--- src/rtl/updown_count_arbiter_pkg.sv ---
`default_nettype none
// ============================================================================
// Module   : updown_arb_pkg
// Brief    : Shared types and defaults for the up/down counter arbiter.
// Revision : 1.0
// ============================================================================
package updown_arb_pkg;

    localparam int DEFAULT_BITS   = 4;
    localparam int DEFAULT_STEP_W = 4;

    localparam logic [DEFAULT_BITS-1:0] COUNT_RESET = '1;

    typedef enum logic [1:0] {
        IDLE = 2'd0,
        RUN  = 2'd1,
        DONE = 2'd2
    } state_t;

endpackage
`default_nettype wire

--- src/rtl/updown_counter_en.sv ---
`default_nettype none
// ============================================================================
// Module   : updown_counter_en
// Brief    : Enabled modulo-2^BITS up/down counter, resets to all-ones.
// Revision : 1.0
// ============================================================================
module updown_counter_en
    import updown_arb_pkg::*;
#(
    parameter int BITS = DEFAULT_BITS
) (
    input  logic            clk,
    input  logic            reset,
    input  logic            en,
    input  logic            dir,
    output logic [BITS-1:0] count
);

    logic [BITS-1:0] count_d;
    logic [BITS-1:0] count_q;

    // Wrap-around comes for free from the fixed-width add/subtract.
    always_comb begin
        count_d = count_q;
        if (en) begin
            if (dir) begin
                count_d = count_q + {{(BITS-1){1'b0}}, 1'b1};
            end else begin
                count_d = count_q - {{(BITS-1){1'b0}}, 1'b1};
            end
        end
    end

    always_ff @(posedge clk or posedge reset) begin
        if (reset) begin
            count_q <= '1;
        end else begin
            count_q <= count_d;
        end
    end

    assign count = count_q;

endmodule
`default_nettype wire

--- src/rtl/updown_count_arbiter.sv ---
`default_nettype none
// ============================================================================
// Module   : updown_count_arbiter
// Brief    : Round-robin arbiter granting N-step moves on a shared counter.
// Revision : 1.0
// ============================================================================
module updown_count_arbiter
    import updown_arb_pkg::*;
#(
    parameter int BITS   = DEFAULT_BITS,
    parameter int STEP_W = DEFAULT_STEP_W
) (
    input  logic              clk,
    input  logic              reset,
    input  logic [1:0]        req_valid,
    input  logic [1:0]        req_dir,
    input  logic [STEP_W-1:0] req_steps0,
    input  logic [STEP_W-1:0] req_steps1,
    output logic [1:0]        ack,
    output logic [1:0]        done,
    output logic              busy,
    output logic              owner,
    output logic [BITS-1:0]   count
);

    state_t              state_q, state_d;
    logic                owner_q, owner_d;
    logic                last_owner_q, last_owner_d;
    logic                dir_q, dir_d;
    logic [STEP_W-1:0]   remaining_q, remaining_d;
    logic [1:0]          ack_q, ack_d;
    logic [1:0]          done_q, done_d;

    logic                grant_idx;
    logic [STEP_W-1:0]   grant_steps;
    logic                cnt_en;

    always_comb begin
        state_d      = state_q;
        owner_d      = owner_q;
        last_owner_d = last_owner_q;
        dir_d        = dir_q;
        remaining_d  = remaining_q;
        ack_d        = 2'b00;
        done_d       = 2'b00;
        cnt_en       = 1'b0;

        // On a tie the requester that was not served last wins.
        grant_idx   = (req_valid == 2'b11) ? ~last_owner_q : req_valid[1];
        grant_steps = grant_idx ? req_steps1 : req_steps0;

        case (state_q)
            IDLE: begin
                if (|req_valid) begin
                    owner_d            = grant_idx;
                    dir_d              = req_dir[grant_idx];
                    remaining_d        = grant_steps;
                    ack_d[grant_idx]   = 1'b1;
                    if (grant_steps != '0) begin
                        state_d = RUN;
                    end else begin
                        done_d[grant_idx] = 1'b1;
                        state_d           = DONE;
                    end
                end
            end
            RUN: begin
                cnt_en      = 1'b1;
                remaining_d = remaining_q - {{(STEP_W-1){1'b0}}, 1'b1};
                if (remaining_q == {{(STEP_W-1){1'b0}}, 1'b1}) begin
                    done_d[owner_q] = 1'b1;
                    state_d         = DONE;
                end
            end
            DONE: begin
                last_owner_d = owner_q;
                state_d      = IDLE;
            end
            default: begin
                state_d = IDLE;
            end
        endcase
    end

    always_ff @(posedge clk or posedge reset) begin
        if (reset) begin
            state_q      <= IDLE;
            owner_q      <= 1'b1;
            last_owner_q <= 1'b1;
            dir_q        <= 1'b0;
            remaining_q  <= '0;
            ack_q        <= 2'b00;
            done_q       <= 2'b00;
        end else begin
            state_q      <= state_d;
            owner_q      <= owner_d;
            last_owner_q <= last_owner_d;
            dir_q        <= dir_d;
            remaining_q  <= remaining_d;
            ack_q        <= ack_d;
            done_q       <= done_d;
        end
    end

    updown_counter_en #(
        .BITS (BITS)
    ) u_counter (
        .clk   (clk),
        .reset (reset),
        .en    (cnt_en),
        .dir   (dir_q),
        .count (count)
    );

    assign ack   = ack_q;
    assign done  = done_q;
    assign busy  = (state_q != IDLE);
    assign owner = owner_q;

endmodule
`default_nettype wire

--- config.mk ---
export PLATFORM = sky130hd
export DESIGN_NAME = updown_count_arbiter
export DESIGN_NICKNAME = d
export VERILOG_FILES = /design/src/rtl/updown_count_arbiter_pkg.sv /design/src/rtl/updown_counter_en.sv /design/src/rtl/updown_count_arbiter.sv
export SDC_FILE = /design/constraint.sdc
export NUM_CORES = 1
export LEC_CHECK = 0
export CORE_ASPECT_RATIO = 0.75
export CORE_MARGIN = 3
export CORE_UTILIZATION = 25
export DETAILED_ROUTE_END_ITERATION = 6
export DONT_BUFFER_PORTS = 1
export GPL_TIMING_DRIVEN = 1
export SLEW_MARGIN = 15
export SYNTH_ARGS = -nofsm -noshare
export SYNTH_HDL_FRONTEND = slang
export SYNTH_SLANG_ARGS = --single-unit
--- constraint.sdc ---
create_clock -name clk -period 4.7 [get_ports clk]
set_clock_uncertainty 0.1 [all_clocks]
set_input_delay 0.705 -clock clk [delete_from_list [all_inputs] [get_ports clk]]
set_output_delay 0.705 -clock clk [all_outputs]
set_load 0.005 [all_outputs]
==> flow_metrics.env <==
export IMPL_status="completed"
export IMPL_p_leak_nw=0.449
export IMPL_dpl_hpwl_um=1730
export IMPL_globalRouteMet2Util_pct=15.5
export IMPL_die_area_mm2=0.00469
export IMPL_track_usage_pct=10.3
export IMPL_synth_area_per_cell_um2=10.4
export IMPL_maxSlewViolCount=0
export IMPL_slowest_delay_ns=0.48
export IMPL_internal_power_w=0.000444
export IMPL_endpoint_kind="output port"
export IMPL_hold_slack_ns=0.321
export IMPL_htreeDepth=1
export IMPL_num_vias=720
export IMPL_globalRouteMet3Util_pct=4.82
export IMPL_worst_path_buf_inv=1
export IMPL_finalHoldViolCount=0
export IMPL_crit_type="register to output port"
export IMPL_fillerInstances=395
export IMPL_area_growth_pct=9.90
export IMPL_die_y_um=60.0
export IMPL_tritoncts="built"
export IMPL_cts_repair_resized=0
export IMPL_die_w_um=78.1
export IMPL_ios=24
export IMPL_p_switching_w=0.000321
export IMPL_grt_pass1_vias=698
export IMPL_place_congestion=0.873
export IMPL_cts_root_buf="clkbuf_8"
export IMPL_path_clk_slew_ns=0.07
export IMPL_power_frac_seq_pct=41.5
export IMPL_post_route_period_util_pct=40.5
export IMPL_cts_buffers_inserted=3
export IMPL_drc=0
export IMPL_start_util_pct=27.7
export IMPL_grt_pass1_wl_um=3650
export IMPL_max_freq_mhz=525
export IMPL_crit_slowest_cell="dfrtp_1"
export IMPL_met1_usage_pct=13.9
export IMPL_yosys_warnings=0
export IMPL_critPathMaxFanout=9
export IMPL_port_buffers=0
export IMPL_vias_per_cell=4.93
export IMPL_grt_start_max_net_pins=18
export IMPL_core_area_mm2=0.00351
export IMPL_fin_total_pwr_w=0.000765
export IMPL_critical_path_top_delay_family="flip-flops"
export IMPL_dp_cells=142
export IMPL_crit_required_ns=3.89
export IMPL_final_cell_count_no_fill=146
export IMPL_synth_enable_flop_cells=0
export IMPL_syn_nets=113
export IMPL_dp_slack_ns=2.95
export IMPL_drv_cap=0
export IMPL_ys_flop_type="dfrtp_1"
export IMPL_num_rows=18
export IMPL_diodes=0
export IMPL_first_iter_violations=24
export IMPL_clock_sinks=17
export IMPL_seq_area_frac_synth_pct=44.5
export IMPL_seq_area_um2=433
export IMPL_peakVddDrop_uv=184
export IMPL_ant_nets=0
export IMPL_grt_antenna_before_repair=0
export IMPL_grt_ovfl_total=0
export IMPL_insertion_delay_ns=0.25
export IMPL_cts_setup_buffers=0
export IMPL_combPwrFrac_pct=44.2
export IMPL_layout_drive_gt1_share_pct=12.5
export IMPL_wl_per_cell_um=15.3
export IMPL_tns_ns=0
export IMPL_syn_inst=94
export IMPL_switching_share_pct=41.9
export IMPL_fin_ws_ns=2.79
export IMPL_ctsHoldBuffers=0
export IMPL_slew_headroom_pct=57.6
export IMPL_cts_buffer_depth=2
export IMPL_top_usage_layer="met2"
export IMPL_hp_class="primary input to asynchronous set/reset pin"
export IMPL_firstDrtPassIters=4
export IMPL_routed_wl_um=2230
export IMPL_post_route_min_period_ns=1.91
export IMPL_arrival_ns=1.10
export IMPL_rsz0062_at_grt="no"
export IMPL_async_flop_share_pct=100
export IMPL_crit_chain="nor2_1 -> inv_1"
export IMPL_setup_viol=0
export IMPL_multi_input_area_um2=495
export IMPL_worst_pin_slew_ns=0.635
export IMPL_syn_area_um2=973
export IMPL_synth_cell_types=38
export IMPL_pwr_share_clk_pct=14.2
export IMPL_nets=116
export IMPL_synth_seq_cells=17
export IMPL_power_density_mw_per_mm2=715
export IMPL_startpoint_type="register"
-- cells in the mapped netlist (2+ instances only) --
master    count  area (um2)
a221oi_1      3        26.3
and2_1        2        12.5
nand3_1       2        10.0
buf_4         2        15.0
nor4_1        2        12.5
ha_1          4        50.1
mux2i_1       8        80.1
dfstp_2       6         158
inv_1         7        26.3
o21ai_0       3        15.0
a21oi_1       5        25.0
a21o_1        2        15.0
dfrtp_1      11         275
nand2_1       9        33.8
nand2b_1      2        12.5
xnor2_1       2        17.5
nor2_1        3        11.3
-- cell type report --
| cell class | count | area share (%) |
|---|---|---|
| multi-input combinational | 67 | 46.3 |
| inverter | 7 | 2.46 |
| timing repair buffer | 1 | 0.702 |
| tap | 50 | 5.85 |
| clock buffer | 4 | 4.21 |
| sequential | 17 | 40.5 |
-- per-stage QoR --
| stage | utilization, % | area [um2] |
|---|---|---|
| final | 30.4 | 1070 |
| after CTS | 30.4 | 1070 |
| after global routing | 30.4 | 1070 |
| after global placement | 29.2 | 1020 |
| after detailed placement | 29.2 | 1020 |
| after floorplan | - | 973 |
-- cell families after synthesis --
| family | after synthesis | synth area share [%] |
|---|---|---|
| buffers and inverters | 10 | 4.63 |
| muxes | 8 | 8.23 |
| xor gates and xnor gates | 2 | 1.80 |
| DFF | 17 | 44.5 |
| adders and majority gates | 5 | 7.20 |
| and+or+nand+nor | 30 | 16.8 |
| AOI/OAI and AO/OA | 22 | 16.8 |
-- flip-flops by register name (all words and copies together) (netlist names) --
register,count
ack,2
dir_q,1
done,2
last_owner_q,1
owner,1
remaining_q,4
state_q,2
u_counter.count,4
-- worst reg2reg max path, delay by kind of cell (launching register included) --
family	cells	cell delay, ns
AO/OA/AOI/OAI	3	0.62
adder cells (fa/ha/maj)	1	0.42
flip-flops	1	0.40
buffers and inverters	1	0.15
-- path summary, 6_finish.rpt --
check / from / endpoint / slack (ns) / cells past startpoint
max: state_q[0] / busy / 2.79 / 2
min: reset / ack[0] / 0.32 / 1
max reg2reg: dir_q / u_counter.count[3] / 2.93 / 5
min reg2reg: last_owner_q / last_owner_q / 0.40 / 2
max in group asynchronous: reset / remaining_q[1] / 3.77 / 1
min in group clk: last_owner_q / last_owner_q / 0.40 / 2
-- layer usage --
metal,share of wire (%),up-vias
li1,-,348
met1,48,355
met2,46,17
met3,6.0,0
met4,0,0
met5,0,-
-- power by group through the flow --
stage | combinational (W) | sequential [W] | clock, W
after global placement | 0.000327 | 0.000319 | 0
final | 0.000338 | 0.000318 | 0.000109
after global routing | 0.000385 | 0.000331 | 0.000121
after detailed placement | 0.000341 | 0.000321 | 0
after CTS | 0.000342 | 0.000319 | 0.000112
after floorplan | 0.000288 | 0.000293 | 0
-- cell usage in the layout (no fill, tap or decap), types with 2 or more instances in the layout --
master    count
nand2b_1      2
nor2_1        3
dfstp_2       6
ha_1          4
inv_1         7
nor4_1        2
dfrtp_1      11
o21ai_0       3
a21o_1        2
a21oi_1       5
and2_1        2
mux2i_1       8
a221oi_1      3
clkbuf_8      3
xnor2_1       2
nand3_1       2
nand2_1       9
No activity file was read; power rests on OpenSTA's default activity.
==> variant, RTL diff (same flow settings) <==
Put a register stage on the output `count`, with the module's reset. The value now appears one clock later. The other outputs are not delayed to match.
--- a/src/rtl/updown_count_arbiter.sv
+++ b/src/rtl/updown_count_arbiter.sv
@@ -24,2 +24,4 @@
 );
+
+    logic [BITS-1:0] count_c;
 
@@ -111,3 +113,3 @@
         .dir   (dir_q),
-        .count (count)
+        .count (count_c)
     );
@@ -119,2 +121,10 @@
 
+    always_ff @(posedge clk or posedge reset) begin
+        if (reset) begin
+            count <= '0;
+        end else begin
+            count <= count_c;
+        end
+    end
+
 endmodule
Check against the original RTL: not equivalent (a bounded check fails within 4 cycles, from zero or initial values and one cycle with reset high).
==> variant against the unedited design <==
Sequential cell count grew 4. Worst hold slack improved by 0.0030 ns. Global-route usage is 1.1 points lower. Non-clock buffer count fell by 1. Setup slack got worse by 0.090 ns. Cell count is 4.8% higher. Synthesized cell count up 1.1%. Cell area grew 11%. Routed wire length is 3.7% lower. First-iteration DRC count grew 29%. Synthesized area increased by 11%. Power is 9.7% higher. Critical path depth did not move. Largest power group is now registers. Highest routed layer is now met4.
==> variant: results (changes against the unedited design) <==
* Outcome: finished, final reports clean
* Via Count at 729 (+1.3%)
* Routing usage on met2 at 13.7% (-1.8 points)
* Net count, final at 118 (+1.7%)
* Synth Net Count at 114 (+0.88%)
* Die span in x at 81.8 µm (+4.9%)
* Synth top area cells: dfrtp_1, dfstp_2, ha_1, mux2i_1, nand2_1
* Worst Path Arrival at 1.19 ns (+0.09 ns)
* Met3 usage at 3.60% (-1.2 points)
* Placement Setup Slack at 2.85 ns (-0.101 ns)
* Fill cell count at 443 (+12%)
* Placer congestion estimate at 0.852 (-2.5%)
* HPWL after detailed placement at 1680 µm (-2.9%)
* Global Route Usage Sum at 9.18% (-1.1 points)
* Synth Instances at 95 (+1.1%)
* R2R Setup Slk at 2.87 ns (-0.06 ns)
* Post-synth top cells: dfrtp_1, nand2_1, dfstp_2, inv_1, nor2_1
* Vias in the first global route at 772 (+11%)
* Worst Tran Pin Value at 0.764 ns (+0.129 ns)
* Peak supply drop at 204 µV (+11%)
* Placed Cells at 149 (+4.9%)
* Static leakage at 0.505 nW (+13%)
* Highest metal used: met4
* Post-synthesis sequential area ratio at 49.4% (+4.9 points)
* Drt total wl at 2150 µm (-3.7%)
* HP Class: reg -> reg
* DR vias/cell at 4.76 (-3.4%)
==> variant: cell type report <==
type / count / share of cell area [%]
Tap cell: 55 / 5.80
Multi-Input combinational cell: 67 / 43.5
Clock buffer: 3 / 3.48
Sequential cell: 21 / 44.9
Inverter: 6 / 1.90
Clock inverter: 1 / 0.422
==> variant: cells by family (layout without fill, tap and decap cells) <==
logic type	count (synthesis)	count (layout)	synth area share (%)
adder cells (fa/ha/maj)	5	5	6.50
AND/OR/NAND/NOR	33	33	17.2
flip-flops	21	21	49.4
buffers and inverters	7	10	2.78
XOR/XNOR	2	2	1.62
multiplexers	7	7	6.84
AO/OA/AOI/OAI	20	20	15.7
==> variant: worst min path at each step <==
stage               cells past startpoint       end          startpoint  slack (ns)
detailed placement                      0  count[2]  u_counter.count[2]        0.32
floorplan                               0  count[2]  u_counter.count[2]        0.30
CTS                                     0  count[2]  u_counter.count[2]        0.33
global route                            0  count[2]  u_counter.count[2]        0.33
finish                                  0  count[2]  u_counter.count[2]        0.32
global placement                        0  count[2]  u_counter.count[2]        0.31
==> variant: critical path, stage by stage, from the launching register on <==
cell and delay [ns]:
dfrtp_1 0.48, nor2_1 0.36, inv_1 0.10
==> variant: report_power, final <==
| part | total (mW) | internal, mW | switching (mW) |
|---|---|---|---|
| logic | 0.344 | 0.163 | 0.181 |
| clock network | 0.112 | 0.0588 | 0.0535 |
| registers | 0.383 | 0.287 | 0.0961 |
| total | 0.839 | 0.508 | 0.331 |
==> variant: through the flow <==
| step | cell area (µm²) | utilization [%] | power (mW) |
|---|---|---|---|
| final | 1190 | 28.9 | 0.839 |
| after global routing | 1190 | 28.9 | 0.917 |
| after floorplan | 1080 | - | 0.652 |
| after detailed placement | 1140 | 27.8 | 0.731 |
| after global placement | 1140 | 27.8 | 0.719 |
| after CTS | 1190 | 28.9 | 0.850 |
